[src/rtl/seq_magnitude_comparator_pkg.sv]
// rtl/seq_magnitude_comparator_pkg.sv - shared types and parameter checks for the sequential comparator
package seq_magnitude_comparator_pkg;

  // Controller states: waiting for a request, or walking chunks MS first
  typedef enum logic {
    IDLE = 1'b0,
    RUN  = 1'b1
  } cmpState_e;

  // Legal geometry: non-empty operand, non-empty chunk, chunks tile the operand exactly
  function automatic bit chunkWidthOk(input int width, input int chunk);
    return (width >= 1) && (chunk >= 1) && (chunk <= width) && ((width % chunk) == 0);
  endfunction

  // Chunk index counter width, never narrower than one bit
  function automatic int idxWidth(input int nChunk);
    return (nChunk > 1) ? $clog2(nChunk) : 1;
  endfunction

endpackage

[src/rtl/seq_magnitude_comparator_chunk_compare.sv]
// rtl/seq_magnitude_comparator_chunk_compare.sv - combinational unsigned compare of one chunk
module chunk_compare #(
  parameter int W = 4
) (
  input  logic [W-1:0] a,
  input  logic [W-1:0] b,
  output logic         lt,
  output logic         eq,
  output logic         gt
);

  // Exactly one flag is set for any pair of operands
  always_comb begin
    lt = (a < b);
    eq = (a == b);
    gt = (a > b);
  end

endmodule

[src/rtl/seq_magnitude_comparator.sv]
// rtl/seq_magnitude_comparator.sv - multi-cycle magnitude comparator, one chunk per clock, early exit
module seq_magnitude_comparator
  import seq_magnitude_comparator_pkg::*;
#(
  parameter int WIDTH = 16,
  parameter int CHUNK = 4
) (
  input  logic             clk,
  input  logic             rst,
  input  logic             start,
  input  logic             signed_mode,
  input  logic [WIDTH-1:0] X,
  input  logic [WIDTH-1:0] Y,
  output logic             busy,
  output logic             done,
  output logic             XlessthanY,
  output logic             XequalY,
  output logic             XgreaterthanY
);

  localparam int NCHUNK = WIDTH / CHUNK;
  localparam int IDXW   = idxWidth(NCHUNK);
  localparam logic [IDXW-1:0] LastIdx = IDXW'(NCHUNK - 1);

  if (!chunkWidthOk(WIDTH, CHUNK)) begin : gBadGeometry
    $error("seq_magnitude_comparator: CHUNK must be >= 1 and divide WIDTH exactly");
  end

  cmpState_e        state;
  logic [IDXW-1:0]  idx;
  logic [WIDTH-1:0] xReg;
  logic [WIDTH-1:0] yReg;
  logic [WIDTH-1:0] signMask;
  logic [CHUNK-1:0] xChunk;
  logic [CHUNK-1:0] yChunk;
  logic             chunkLt;
  logic             chunkEq;
  logic             chunkGt;
  logic             lastChunk;

  // Flipping the MSB maps two's-complement order onto unsigned order
  always_comb begin
    signMask = '0;
    signMask[WIDTH-1] = signed_mode;
  end

  // Operands are shifted left after each equal chunk, so the active chunk is always the top one
  always_comb begin
    xChunk    = xReg[WIDTH-1 -: CHUNK];
    yChunk    = yReg[WIDTH-1 -: CHUNK];
    lastChunk = (idx == LastIdx);
  end

  chunk_compare #(
    .W(CHUNK)
  ) uChunkCompare (
    .a (xChunk),
    .b (yChunk),
    .lt(chunkLt),
    .eq(chunkEq),
    .gt(chunkGt)
  );

  // Controller: latch on start, step chunks, finish on first difference or after the last chunk
  always_ff @(posedge clk) begin
    if (rst) begin
      state         <= IDLE;
      idx           <= '0;
      xReg          <= '0;
      yReg          <= '0;
      done          <= 1'b0;
      XlessthanY    <= 1'b0;
      XequalY       <= 1'b0;
      XgreaterthanY <= 1'b0;
    end else begin
      done <= 1'b0;
      case (state)
        IDLE: begin
          if (start) begin
            xReg  <= X ^ signMask;
            yReg  <= Y ^ signMask;
            idx   <= '0;
            state <= RUN;
          end
        end
        RUN: begin
          if (!chunkEq || lastChunk) begin
            XlessthanY    <= chunkLt;
            XequalY       <= chunkEq;
            XgreaterthanY <= chunkGt;
            done          <= 1'b1;
            state         <= IDLE;
          end else begin
            xReg <= xReg << CHUNK;
            yReg <= yReg << CHUNK;
            idx  <= idx + 1'b1;
          end
        end
        default: state <= IDLE;
      endcase
    end
  end

  // Busy mirrors the RUN state so it falls on the same edge that raises done
  always_comb begin
    busy = (state == RUN);
  end

endmodule

[config.mk]
export PLATFORM = sky130hd
export DESIGN_NAME = seq_magnitude_comparator
export DESIGN_NICKNAME = d
export VERILOG_FILES = /design/src/rtl/seq_magnitude_comparator_pkg.sv /design/src/rtl/seq_magnitude_comparator_chunk_compare.sv /design/src/rtl/seq_magnitude_comparator.sv
export SDC_FILE = /design/constraint.sdc
export NUM_CORES = 1
export LEC_CHECK = 0
export CAP_MARGIN = 20
export CORE_MARGIN = 4
export CORE_UTILIZATION = 45
export CTS_CLUSTER_SIZE = 40
export DETAILED_ROUTE_END_ITERATION = 8
export GPL_TIMING_DRIVEN = 0
export PLACE_DENSITY = 0.75
export SLEW_MARGIN = 20
export SYNTH_ARGS = -nofsm -noshare
export SYNTH_HDL_FRONTEND = slang
export SYNTH_SLANG_ARGS = --single-unit
export TNS_END_PERCENT = 5
[constraint.sdc]
create_clock -name clk -period 1.6 [get_ports clk]
set_input_delay 0.4 -clock clk [delete_from_list [all_inputs] [get_ports clk]]
set_output_delay 0.4 -clock clk [all_outputs]
set_load 0.02 [all_outputs]
==> results of run 1 <==
-- synthesized netlist by cell type (3+ instances only) --
| master | number | area, sq um |
|---|---|---|
| sky130_fd_sc_hd__inv_1 | 5 | 18.8 |
| sky130_fd_sc_hd__nor2b_1 | 3 | 18.8 |
| sky130_fd_sc_hd__buf_2 | 5 | 25.0 |
| sky130_fd_sc_hd__mux2i_1 | 22 | 220 |
| sky130_fd_sc_hd__nand2_1 | 16 | 60.1 |
| sky130_fd_sc_hd__nor2_1 | 24 | 90.1 |
| sky130_fd_sc_hd__nand3_1 | 12 | 60.1 |
| sky130_fd_sc_hd__ha_1 | 5 | 62.6 |
| sky130_fd_sc_hd__o21ai_0 | 3 | 15.0 |
| sky130_fd_sc_hd__clkbuf_1 | 4 | 15.0 |
| sky130_fd_sc_hd__buf_4 | 5 | 37.5 |
| sky130_fd_sc_hd__dfxtp_1 | 39 | 781 |
| sky130_fd_sc_hd__a21oi_1 | 15 | 75.1 |
| sky130_fd_sc_hd__a211oi_2 | 20 | 250 |
-- placed cells by master (no fill, tap or decap), drive strengths merged, types with 2 or more instances in the layout --
| cell type | count |
|---|---|
| dfxtp | 39 |
| clkdlybuf4s50 | 34 |
| nor2 | 24 |
| mux2i | 22 |
| a211oi | 22 |
| nand2 | 16 |
| a21oi | 15 |
| clkbuf | 13 |
| buf | 13 |
| nand3 | 12 |
| inv | 5 |
| ha | 5 |
| dlygate4sd2 | 4 |
| nor2b | 3 |
| o21ai | 3 |
| a21o | 2 |
| xnor2 | 2 |
-- per-layer routing --
metal,vias up,routed length (um)
met5,-,0
met4,0,35
met3,5,220
met2,39,2140
met1,725,1960
li1,775,-
-- power by group --
part	switching (mW)	internal (mW)	leakage (nW)
registers	0.0685	1.08	0.323
logic	0.371	0.392	0.594
clock network	0.335	0.338	0.0470
-- area by class of cell --
type | count | area, sq um
Buffer | 15 | 120
Clock buffer | 6 | 82.6
Clock inverter | 1 | 5.00
Fill cell | 316 | 1230
Inverter | 5 | 18.8
Multi-Input combinational cell | 133 | 1050
Sequential cell | 39 | 786
Tap cell | 48 | 60.1
Timing Repair Buffer | 44 | 450
-- metrics by stage --
stage	setup TNS, ps	area (sq um)	hold slack [ps]
after floorplan	-171	1840	444
final	-67.8	2570	452
after CTS	-110	2470	446
after detailed placement	-9250	2290	449
after global placement	-8390	2290	444
after global routing	-2060	2570	491
-- repair_timing --
item / CTS / global route
pin swaps: 5 / 17
gates cloned: 0 / 1
endpoints found under the hold margin: 0 / 0
resized for setup: 28 / 18
setup endpoints to repair: 30 / 29
buffers inserted: 2 / 2
-- sequential cells by signal, indices dropped and copies added, names as in the netlist --
register and flops:
XlessthanY 1, XequalY 1, done 1, xReg 16, XgreaterthanY 1, busy 1
idx 2, yReg 16
-- worst paths after layout --
| check | startpoint | end | slack (ps) | depth (start not counted) |
|---|---|---|---|---|
| setup / recovery | yReg[15]$_SDFFE_PP0P_ | yReg[14]$_SDFFE_PP0P_ | -20 | 8 |
| hold / removal | XlessthanY$_SDFFE_PP0P_ | XlessthanY$_SDFFE_PP0P_ | 450 | 2 |
| setup reg to reg | yReg[15]$_SDFFE_PP0P_ | yReg[14]$_SDFFE_PP0P_ | -20 | 8 |
| hold reg to reg | XlessthanY$_SDFFE_PP0P_ | XlessthanY$_SDFFE_PP0P_ | 450 | 2 |
-- cell families after synthesis --
family	count (synthesis)	share of synthesized area, %
compound gates	44	21.0
xor+xnor	2	0.954
fa+ha+maj	5	3.41
simple gates	59	14.0
buf+inv	20	5.45
mux	23	12.6
flops	39	42.5
-- worst register-to-register path, cell delays in order, from the launching register on --
cell and delay (ps):
sky130_fd_sc_hd__dfxtp_2 340, sky130_fd_sc_hd__inv_2 40, sky130_fd_sc_hd__ha_4 280, sky130_fd_sc_hd__and4_4 230, sky130_fd_sc_hd__a21o_1 150, sky130_fd_sc_hd__buf_6 180
sky130_fd_sc_hd__clkbuf_16 170, sky130_fd_sc_hd__nor2_2 40, sky130_fd_sc_hd__a211oi_2 120
==> results.txt, run 1 <==
----------------------------------------------------
[Clock network]
  Number of clock sinks seen by CTS ... 39
  Worst-skew pair later-pin latency ... 290 ps
  Max clock buf depth ... 2
  Number of CTS-inserted buffers ... 5
  Clock Pin Slew Worst Setup and Hold Paths ... 80 ps
  Master cell of the clock root buffer ... sky130_fd_sc_hd__clkbuf_8
  Hold buffer count at cts ... 0
  Depth of the CTS H-tree ... 2
  CTS tree ... yes

[Floorplanning]
  Die footprint ... 5170 sq um
  Top-Level Pins ... 41
  Effective utilization at floorplan ... 48.4%
  Total number of placement rows ... 22
  Die Height ... 71.9 um
  Area of the core region ... 3800 sq um
  Horiz. Die Dim ... 71.9 um

[Placed design]
  Last weighted congestion value of the routability-driven placer ... 0.812
  Setup WS pre-CTS ... -424 ps
  Post-DP HPWL ... 2.94 mm
  IO Port Bufs ... 39
  Cell count after placement ... 279

[Outcome]
  Violated checks ... setup timing
  Outcome ... finished with violations

[Critical path]
  Crit start category ... register
  Critical path data arrival time ... 1830 ps
  Longest individual stage delay on the worst path ... 340 ps
  Critical path's top delay family ... buffers and inverters
  Type of destination of the critical path ... register
  Number of buffer and inverter stages on the critical path ... 3
  CP Max Fanout ... 8
  Worst endpoint required time ... 1810 ps
  Critical Setup Path Class ... reg2reg
  Worst-path cell chain ... inv_2 > ha_4 > and4_4 > a21o_1 > buf_6 > clkbuf_16 > nor2_2 > a211oi_2
  Master of the slowest instance on the critical path ... sky130_fd_sc_hd__dfxtp_2

[Finish]
  Final-stage net count ... 284
  Area growth from synthesis to final layout ... 39.9%
  Non-filler instance count after layout ... 291
  Fraction of final layout cells with drive strength greater than 1 ... 28.8%
  Diodes inserted ... 0
  Final core area utilization ... 67.7%

[GRT]
  Total congestion overflow ... 0
  Maximum number of pins on one net before global-route repair ... 12
  Via count of the first global-routing pass ... 1466
  Global routing usage on met1 ... 21.6%
  Met2 capacity usage during global routing ... 28.8%
  Number of antenna violations at the first check in global routing ... 0
  Met3 Resource Use GR ... 3.46%
  Highest-utilization routing layer at the global route stage ... met2
  Global-route wire length before repair ... 6.93 mm
  Total GRT Usage ... 17.1%

[Synth]
  Mean Syn Cell Area ... 9.57 sq um
  Unique masters post-synth ... 25
  Post-synthesis register bit count ... 39
  Share of the yosys chip area belonging to registers ... 42.5%
  Number of instances in the synthesized netlist ... 192
  Area of the mapped netlist ... 1840 sq um
  Synthesized Nets ... 233
  Number of synthesized flops with an enable pin ... 0
  Share of flip-flops with an asynchronous set or reset after synthesis ... 0%
  Count of yosys warnings during synthesis ... 0
  Synth Flop Type ... sky130_fd_sc_hd__dfxtp_1

[Routing]
  Total via count after detailed routing ... 1544
  Number of remaining DRC errors ... 0
  Wire length after detailed routing ... 4.35 mm
  Number of iterations in the first detailed-routing pass ... 4
  Violation count after the first detailed-route iteration ... 105
  Routed wire per std cell ... 14.9 um
  Via density ... 5.31
  Residual antenna-violating net count after detailed routing ... 0

[Timing]
  Final count of negative-setup-slack endpoints ... 6
  Post-route setup slack ... -16.6 ps
  Hold Violations, Final ... 0
  Crit share post-route ... 101%
  Fin crit period ... 1620 ps
  Timing-limited maximum frequency ... 619 MHz
  Number of pins exceeding their max-slew limit in the final report ... 0
  Worst slew margin ... 51.9%
  Largest clock skew in the final design ... 7.54 ps
  Worst Max-Slew Pin Slew ... 722 ps
  Setup repair after global routing missed its margin ... yes

[Power and ir drop]
  Leakage component of the power ... 0.964 nW
  PwrDens ... 1000 nW/um^2
  Total power ... 2.58 mW
  Worst IR drop on VDD ... 542 uV

[Hold path]
  Class of the tightest hold or removal check ... reg2reg

[Run]
  Count of maximum capacitance violations ... 0

----------------------------------------------------
Note: power is estimated with default switching activity, not from simulation.
==> run 2, diff against run 1 <==
--- a/config.mk
+++ b/config.mk
@@ -12,6 +12,7 @@
 export DETAILED_ROUTE_END_ITERATION = 8
 export GPL_TIMING_DRIVEN = 0
 export PLACE_DENSITY = 0.75
+export SETUP_SLACK_MARGIN = 0.02
 export SLEW_MARGIN = 20
 export SYNTH_ARGS = -nofsm -noshare
 export SYNTH_HDL_FRONTEND = slang
==> run 2 against run 1 <==
Against the previous run:
- the flow still finishes with violations (setup timing)
- combinational power increased by 6.0%
- critical path depth stayed put
- routed wire length grew 2.0%
- design area rose by 2.9%
- core utilization increased by 2.0 points
- total power grew 0.88%
- setup slack worse by 20 ps
- count of clock-buffer cells in the layout increased by 1
- first-iteration DRC count decreased by 45%
- global-route usage grew 0.51 points
- largest power group unchanged
==> results.txt, run 2 (synthesis gave the netlist of run 1 again) <==
----------------------------------------------------
[Outcome]
  Outcome ... finished with violations
  Violated checks ... setup timing

[Power and ir drop]
  PwrDens ... 984 nW/um^2
  Leakage component of the power ... 0.979 nW
  Total power ... 2.60 mW
  Worst IR drop on VDD ... 648 uV

[GRT]
  Via count of the first global-routing pass ... 1566
  Number of antenna violations at the first check in global routing ... 0
  Total GRT Usage ... 17.6%
  Total congestion overflow ... 0
  Maximum number of pins on one net before global-route repair ... 12
  Global-route wire length before repair ... 7.13 mm

[Routing]
  Via density ... 5.26
  Residual antenna-violating net count after detailed routing ... 0
  Number of iterations in the first detailed-routing pass ... 4
  Wire length after detailed routing ... 4.44 mm
  Violation count after the first detailed-route iteration ... 58
  Total via count after detailed routing ... 1552
  Met3 routed WL ... 216 um
  Total met2 wirelength after detailed routing ... 2.14 mm
  Uppermost routed layer ... met4
  Number of remaining DRC errors ... 0
  Routed wire per std cell ... 15.0 um
  Met1 WL ... 2.05 mm

[Timing]
  Final count of negative-setup-slack endpoints ... 10
  Fin crit period ... 1640 ps
  Largest clock skew in the final design ... 3.93 ps
  Hold Violations, Final ... 0
  Number of pins exceeding their max-slew limit in the final report ... 0
  Worst Max-Slew Pin Slew ... 719 ps
  Crit share post-route ... 102%
  Timing-limited maximum frequency ... 611 MHz
  Worst slew margin ... 52.1%
  Post-route setup slack ... -36.8 ps
  Setup repair after global routing missed its margin ... yes

[Clock network]
  Master cell of the clock root buffer ... sky130_fd_sc_hd__clkbuf_8
  Max clock buf depth ... 2
  Number of CTS-inserted buffers ... 5
  Number of clock sinks seen by CTS ... 39
  Worst-skew pair later-pin latency ... 290 ps
  Clock Pin Slew Worst Setup and Hold Paths ... 70 ps
  Depth of the CTS H-tree ... 2
  CTS tree ... yes

[Finish]
  Fraction of final layout cells with drive strength greater than 1 ... 29.6%
  Diodes inserted ... 0
  Most used cells in the layout excluding fill and tap cells ... sky130_fd_sc_hd__clkdlybuf4s50_1 (34), sky130_fd_sc_hd__dfxtp_1 (33), sky130_fd_sc_hd__mux2i_1 (22), sky130_fd_sc_hd__a211oi_2 (21), sky130_fd_sc_hd__nand2_1 (16)
  Final-stage net count ... 287
  Final core area utilization ... 69.6%
  Fill cell count ... 311
  Area growth from synthesis to final layout ... 44.0%
  Registers with the most flip-flops ... xReg (16), yReg (16), idx (2)
  Most common cell after layout, fill and taps aside ... sky130_fd_sc_hd__clkdlybuf4s50_1

[Critical path]
  Register-to-register setup slack ... -40 ps
  Type of destination of the critical path ... register
  Longest individual stage delay on the worst path ... 350 ps
  CP Max Fanout ... 6
  Master of the slowest instance on the critical path ... sky130_fd_sc_hd__dfxtp_2
  Critical path data arrival time ... 1810 ps
  Worst setup path endpoint ... yReg[5]$_SDFFE_PP0P_
  Stages on the worst setup path ... 8
  Critical Path Source ... yReg[15]$_SDFFE_PP0P_
  Worst endpoint required time ... 1780 ps
  Critical path's top delay family ... flip-flops
  Number of cells on the worst reg-to-reg path ... 8
  Capture instance of the worst register-to-register path ... yReg[5]$_SDFFE_PP0P_
  Number of buffer and inverter stages on the critical path ... 3
  Critical Setup Path Class ... reg2reg
  Crit start category ... register
  Worst-path cell chain ... inv_2 > ha_4 > and4_4 > a21o_4 > buf_8 > buf_4 > nor2_1 > a211oi_2
  Origin of the critical flop-to-flop path ... yReg[15]$_SDFFE_PP0P_

[Floorplanning]
  Die footprint ... 5170 sq um
  Area of the core region ... 3800 sq um
  Total number of placement rows ... 22
  Die Height ... 71.9 um
  Effective utilization at floorplan ... 48.4%
  Top-Level Pins ... 41
  Horiz. Die Dim ... 71.9 um

[Run]
  Count of maximum capacitance violations ... 0

[Placed design]
  Last weighted congestion value of the routability-driven placer ... 0.767
  IO Port Bufs ... 39
  Post-DP HPWL ... 2.96 mm

[Hold path]
  Class of the tightest hold or removal check ... reg2reg

----------------------------------------------------
## run 2: layout make-up
class	count	area, sq um	share of cell area [%]
Multi-Input combinational cell	133	1080	40.7
Timing Repair Buffer	47	483	18.3
Inverter	5	18.8	0.710
Buffer	15	136	5.16
Clock buffer	7	76.3	2.89
Tap cell	48	60.1	2.27
Sequential cell	39	788	29.8
Clock inverter	1	5.00	0.189
## run 2: power breakdown
| group | switching [mW] | internal (mW) |
|---|---|---|
| logic | 0.383 | 0.426 |
| clock network | 0.338 | 0.306 |
| registers | 0.0733 | 1.08 |
## run 2: repair_timing
item / in CTS / in global routing
cloned: 0 / 3
hold buffers: 0 / 0
setup buffers: 2 / 3
resized for setup: 20 / 24
hold endpoints to repair: 0 / 0
endpoints found under the setup margin: 40 / 34
pin swaps: 10 / 9
## run 2: layer usage
metal	vias to the layer above	global-route usage (%)
li1	788	-
met3	8	4.43
met5	-	0
met2	35	29.9
met1	721	22.1
met4	0	5.01
## run 2: worst min path at each step
stage,from,end,slack [ps],cells after the start
finish,XlessthanY$_SDFFE_PP0P_,XlessthanY$_SDFFE_PP0P_,460,2
detailed placement,XlessthanY$_SDFFE_PP0P_,XlessthanY$_SDFFE_PP0P_,450,2
global route,rst,yReg[5]$_SDFFE_PP0P_,470,2
floorplan,yReg[15]$_SDFFE_PP0P_,yReg[15]$_SDFFE_PP0P_,440,2
global placement,XgreaterthanY$_SDFFE_PP0P_,XgreaterthanY$_SDFFE_PP0P_,440,2
CTS,rst,xReg[14]$_SDFFE_PP0P_,450,2
## run 2: worst register-to-register path: cells and delay by family (launching register included)
kind,cells,cell delay [ps]
DFF,1,350
and+or+nand+nor,2,340
buffers and inverters,3,330
AOI/OAI and AO/OA,2,300
adders and majority gates,1,220
## run 2: metrics by stage
stage,worst slack (ps),cell area [sq um],setup TNS (ps),hold WS (ps),std cells
after floorplan,11.7,1880,0,444,192
after global placement,-347,2330,-7380,444,279
after detailed placement,-374,2330,-8390,449,279
after CTS,-22.3,2490,-22.3,447,289
after global routing,-80.6,2650,-1080,471,295
final,-36.8,2650,-120,458,295
==> run 3, diff against run 2 <==
--- a/config.mk
+++ b/config.mk
@@ -6,6 +6,7 @@
 export NUM_CORES = 1
 export LEC_CHECK = 0
 export CAP_MARGIN = 20
+export CORE_ASPECT_RATIO = 1.2
 export CORE_MARGIN = 4
 export CORE_UTILIZATION = 45
 export CTS_CLUSTER_SIZE = 40
==> run 3 against run 2 <==
Against the previous run:
- the flow still finishes with violations (setup timing)
- clock skew increased by 1.6 ps
- first-iteration DRC count grew 1.7%
- routed wire length grew 12%
- clock power is 16% higher
- largest cell class unchanged
==> results.txt, run 3 (synthesis gave the netlist of run 1 again) <==
----------------------------------------------------
[Outcome]
  Outcome ... finished with violations
  Violated checks ... setup timing

[Routing]
  Violation count after the first detailed-route iteration ... 59
  Routed wire per std cell ... 16.2 um
  Total via count after detailed routing ... 1604
  Number of iterations in the first detailed-routing pass ... 4
  Number of remaining DRC errors ... 0
  Residual antenna-violating net count after detailed routing ... 0
  Wire length after detailed routing ... 4.98 mm
  Via density ... 5.21

[Critical path]
  Longest individual stage delay on the worst path ... 340 ps
  Number of buffer and inverter stages on the critical path ... 4
  Worst-path cell chain ... inv_2 > ha_4 > and4_4 > a21o_1 > buf_6 > buf_12 > buf_6 > nor2_2 > a211oi_2
  Capture instance of the worst register-to-register path ... yReg[4]$_SDFFE_PP0P_
  Number of cells on the worst reg-to-reg path ... 9
  Critical path data arrival time ... 1900 ps
  Worst endpoint required time ... 1810 ps
  Critical path's top delay family ... buffers and inverters
  Master of the slowest instance on the critical path ... sky130_fd_sc_hd__dfxtp_2
  Stages on the worst setup path ... 9
  CP Max Fanout ... 6
  Critical Setup Path Class ... reg2reg
  Origin of the critical flop-to-flop path ... yReg[14]$_SDFFE_PP0P_
  Register-to-register setup slack ... -80 ps
  Most repeated library cell on the critical path ... sky130_fd_sc_hd__buf_6
  Type of destination of the critical path ... register
  Crit start category ... register

[Floorplanning]
  Die footprint ... 5170 sq um
  Die Height ... 78.0 um
  Total number of placement rows ... 25
  Horiz. Die Dim ... 66.3 um
  Area of the core region ... 3940 sq um
  Top-Level Pins ... 41
  Effective utilization at floorplan ... 46.6%

[Power and ir drop]
  Total power ... 2.78 mW
  Leakage component of the power ... 1.03 nW
  Worst IR drop on VDD ... 584 uV
  PwrDens ... 1020 nW/um^2

[Finish]
  Non-filler instance count after layout ... 308
  Fraction of final layout cells with drive strength greater than 1 ... 33.5%
  Final core area utilization ... 69.2%
  Fill cell count ... 318
  Area of the multi-input gates ... 1050 sq um
  Final-stage net count ... 294
  Register area ... 791 sq um
  Diodes inserted ... 0
  Area growth from synthesis to final layout ... 48.5%
  Registers with the most flip-flops ... xReg (16), yReg (16), idx (2)
  Most common cell after layout, fill and taps aside ... sky130_fd_sc_hd__clkdlybuf4s50_1
  Most used cells in the layout excluding fill and tap cells ... sky130_fd_sc_hd__clkdlybuf4s50_1 (33), sky130_fd_sc_hd__dfxtp_1 (31), sky130_fd_sc_hd__mux2i_1 (22), sky130_fd_sc_hd__a211oi_2 (21), sky130_fd_sc_hd__nand2_1 (15)

[Clock network]
  Depth of the CTS H-tree ... 2
  Clock Pin Slew Worst Setup and Hold Paths ... 80 ps
  Master cell of the clock root buffer ... sky130_fd_sc_hd__clkbuf_8
  Max clock buf depth ... 2
  Worst-skew pair later-pin latency ... 300 ps
  Hold buffer count at cts ... 0
  Number of CTS-inserted buffers ... 5
  Number of clock sinks seen by CTS ... 39
  CTS tree ... yes

[Timing]
  Final count of negative-setup-slack endpoints ... 23
  Final worst hold slack ... 458 ps
  Setup repair after global routing missed its margin ... yes
  Hold Violations, Final ... 0
  Crit share post-route ... 105%
  Post-route setup slack ... -84.4 ps
  Timing-limited maximum frequency ... 594 MHz
  Worst Max-Slew Pin Slew ... 807 ps
  Number of pins exceeding their max-slew limit in the final report ... 0
  Largest clock skew in the final design ... 5.58 ps
  Worst slew margin ... 46.2%
  Fin crit period ... 1680 ps

[Hold path]
  Hold Crit Depth ... 2
  Launch instance of the worst min-delay path ... XlessthanY$_SDFFE_PP0P_
  Class of the tightest hold or removal check ... reg2reg
  Sink of the worst hold path ... XlessthanY$_SDFFE_PP0P_

[GRT]
  Global-route wire length before repair ... 7.63 mm
  Via count of the first global-routing pass ... 1620
  Number of antenna violations at the first check in global routing ... 0
  Maximum number of pins on one net before global-route repair ... 12
  Total congestion overflow ... 0
  Total GRT Usage ... 20.1%

[Placed design]
  IO Port Bufs ... 39
  Setup WS pre-CTS ... -428 ps
  Cell count after placement ... 285
  Last weighted congestion value of the routability-driven placer ... 0.816
  Post-DP HPWL ... 3.07 mm

[Run]
  Count of maximum capacitance violations ... 0

----------------------------------------------------
[run 3: changes by cell type in the layout (fill, tap and decap cells not counted), sizes merged]
cell / change
buf: +9
clkbuf: -1
clkinv: -1
dlygate4sd2: +1
clkdlybuf4s50: -1
[run 3: cell type report]
type	instances	area share (%)
tap	54	2.48
sequential	39	29.0
clock buffer	8	3.67
timing repair buffer	54	20.8
buffer	15	4.82
inverter	5	0.688
multi-input combinational	133	38.5
[run 3: how the worst max path moves through the flow]
stage                            endpoint  slack [ps]                  start
finish               yReg[4]$_SDFFE_PP0P_         -80  yReg[14]$_SDFFE_PP0P_
global route        yReg[12]$_SDFFE_PP0P_        -140  yReg[14]$_SDFFE_PP0P_
CTS                  xReg[6]$_SDFFE_PP0P_        -100  yReg[13]$_SDFFE_PP0P_
detailed placement  yReg[11]$_SDFFE_PP0P_        -430                  start
global placement    yReg[11]$_SDFFE_PP0P_        -380                  start
floorplan            xReg[4]$_SDFFE_PP0P_          10  yReg[13]$_SDFFE_PP0P_
[run 3: metal layers]
| layer | routed length, um | global-route usage, % | vias up | share of wire (%) |
|---|---|---|---|---|
| li1 | - | - | 798 | - |
| met1 | 1990 | 22.2 | 759 | 40 |
| met2 | 2670 | 35.0 | 35 | 54 |
| met3 | 191 | 5.50 | 12 | 3.8 |
| met4 | 132 | 8.74 | 0 | 2.7 |
| met5 | 0 | 0 | - | 0 |
[run 3: per-stage QoR]
stage / TNS, ps / instance area (sq um)
3_3_place_gp: -8810 / 2340
6_report: -899 / 2730
5_1_grt: -2930 / 2730
2_1_floorplan: 0 / 1880
4_1_cts: -967 / 2650
3_5_place_dp: -9420 / 2340
[run 3: worst register-to-register path, stage by stage, from the launching register on]
cell and delay, ps:
sky130_fd_sc_hd__dfxtp_2 340, sky130_fd_sc_hd__inv_2 50, sky130_fd_sc_hd__ha_4 270, sky130_fd_sc_hd__and4_4 230, sky130_fd_sc_hd__a21o_1 140, sky130_fd_sc_hd__buf_6 150
sky130_fd_sc_hd__buf_12 140, sky130_fd_sc_hd__buf_6 100, sky130_fd_sc_hd__nor2_2 30, sky130_fd_sc_hd__a211oi_2 160
[run 3: repair_timing]
action	4_1_cts	5_1_grt
gates cloned	2	0
resized for setup	28	13
endpoints found under the setup margin	40	33
buffers inserted	8	5
pin swaps	6	19
[run 3: power breakdown]
part | switching, mW | internal (mW)
clock | 0.350 | 0.394
combinational | 0.413 | 0.475
sequential | 0.0678 | 1.08
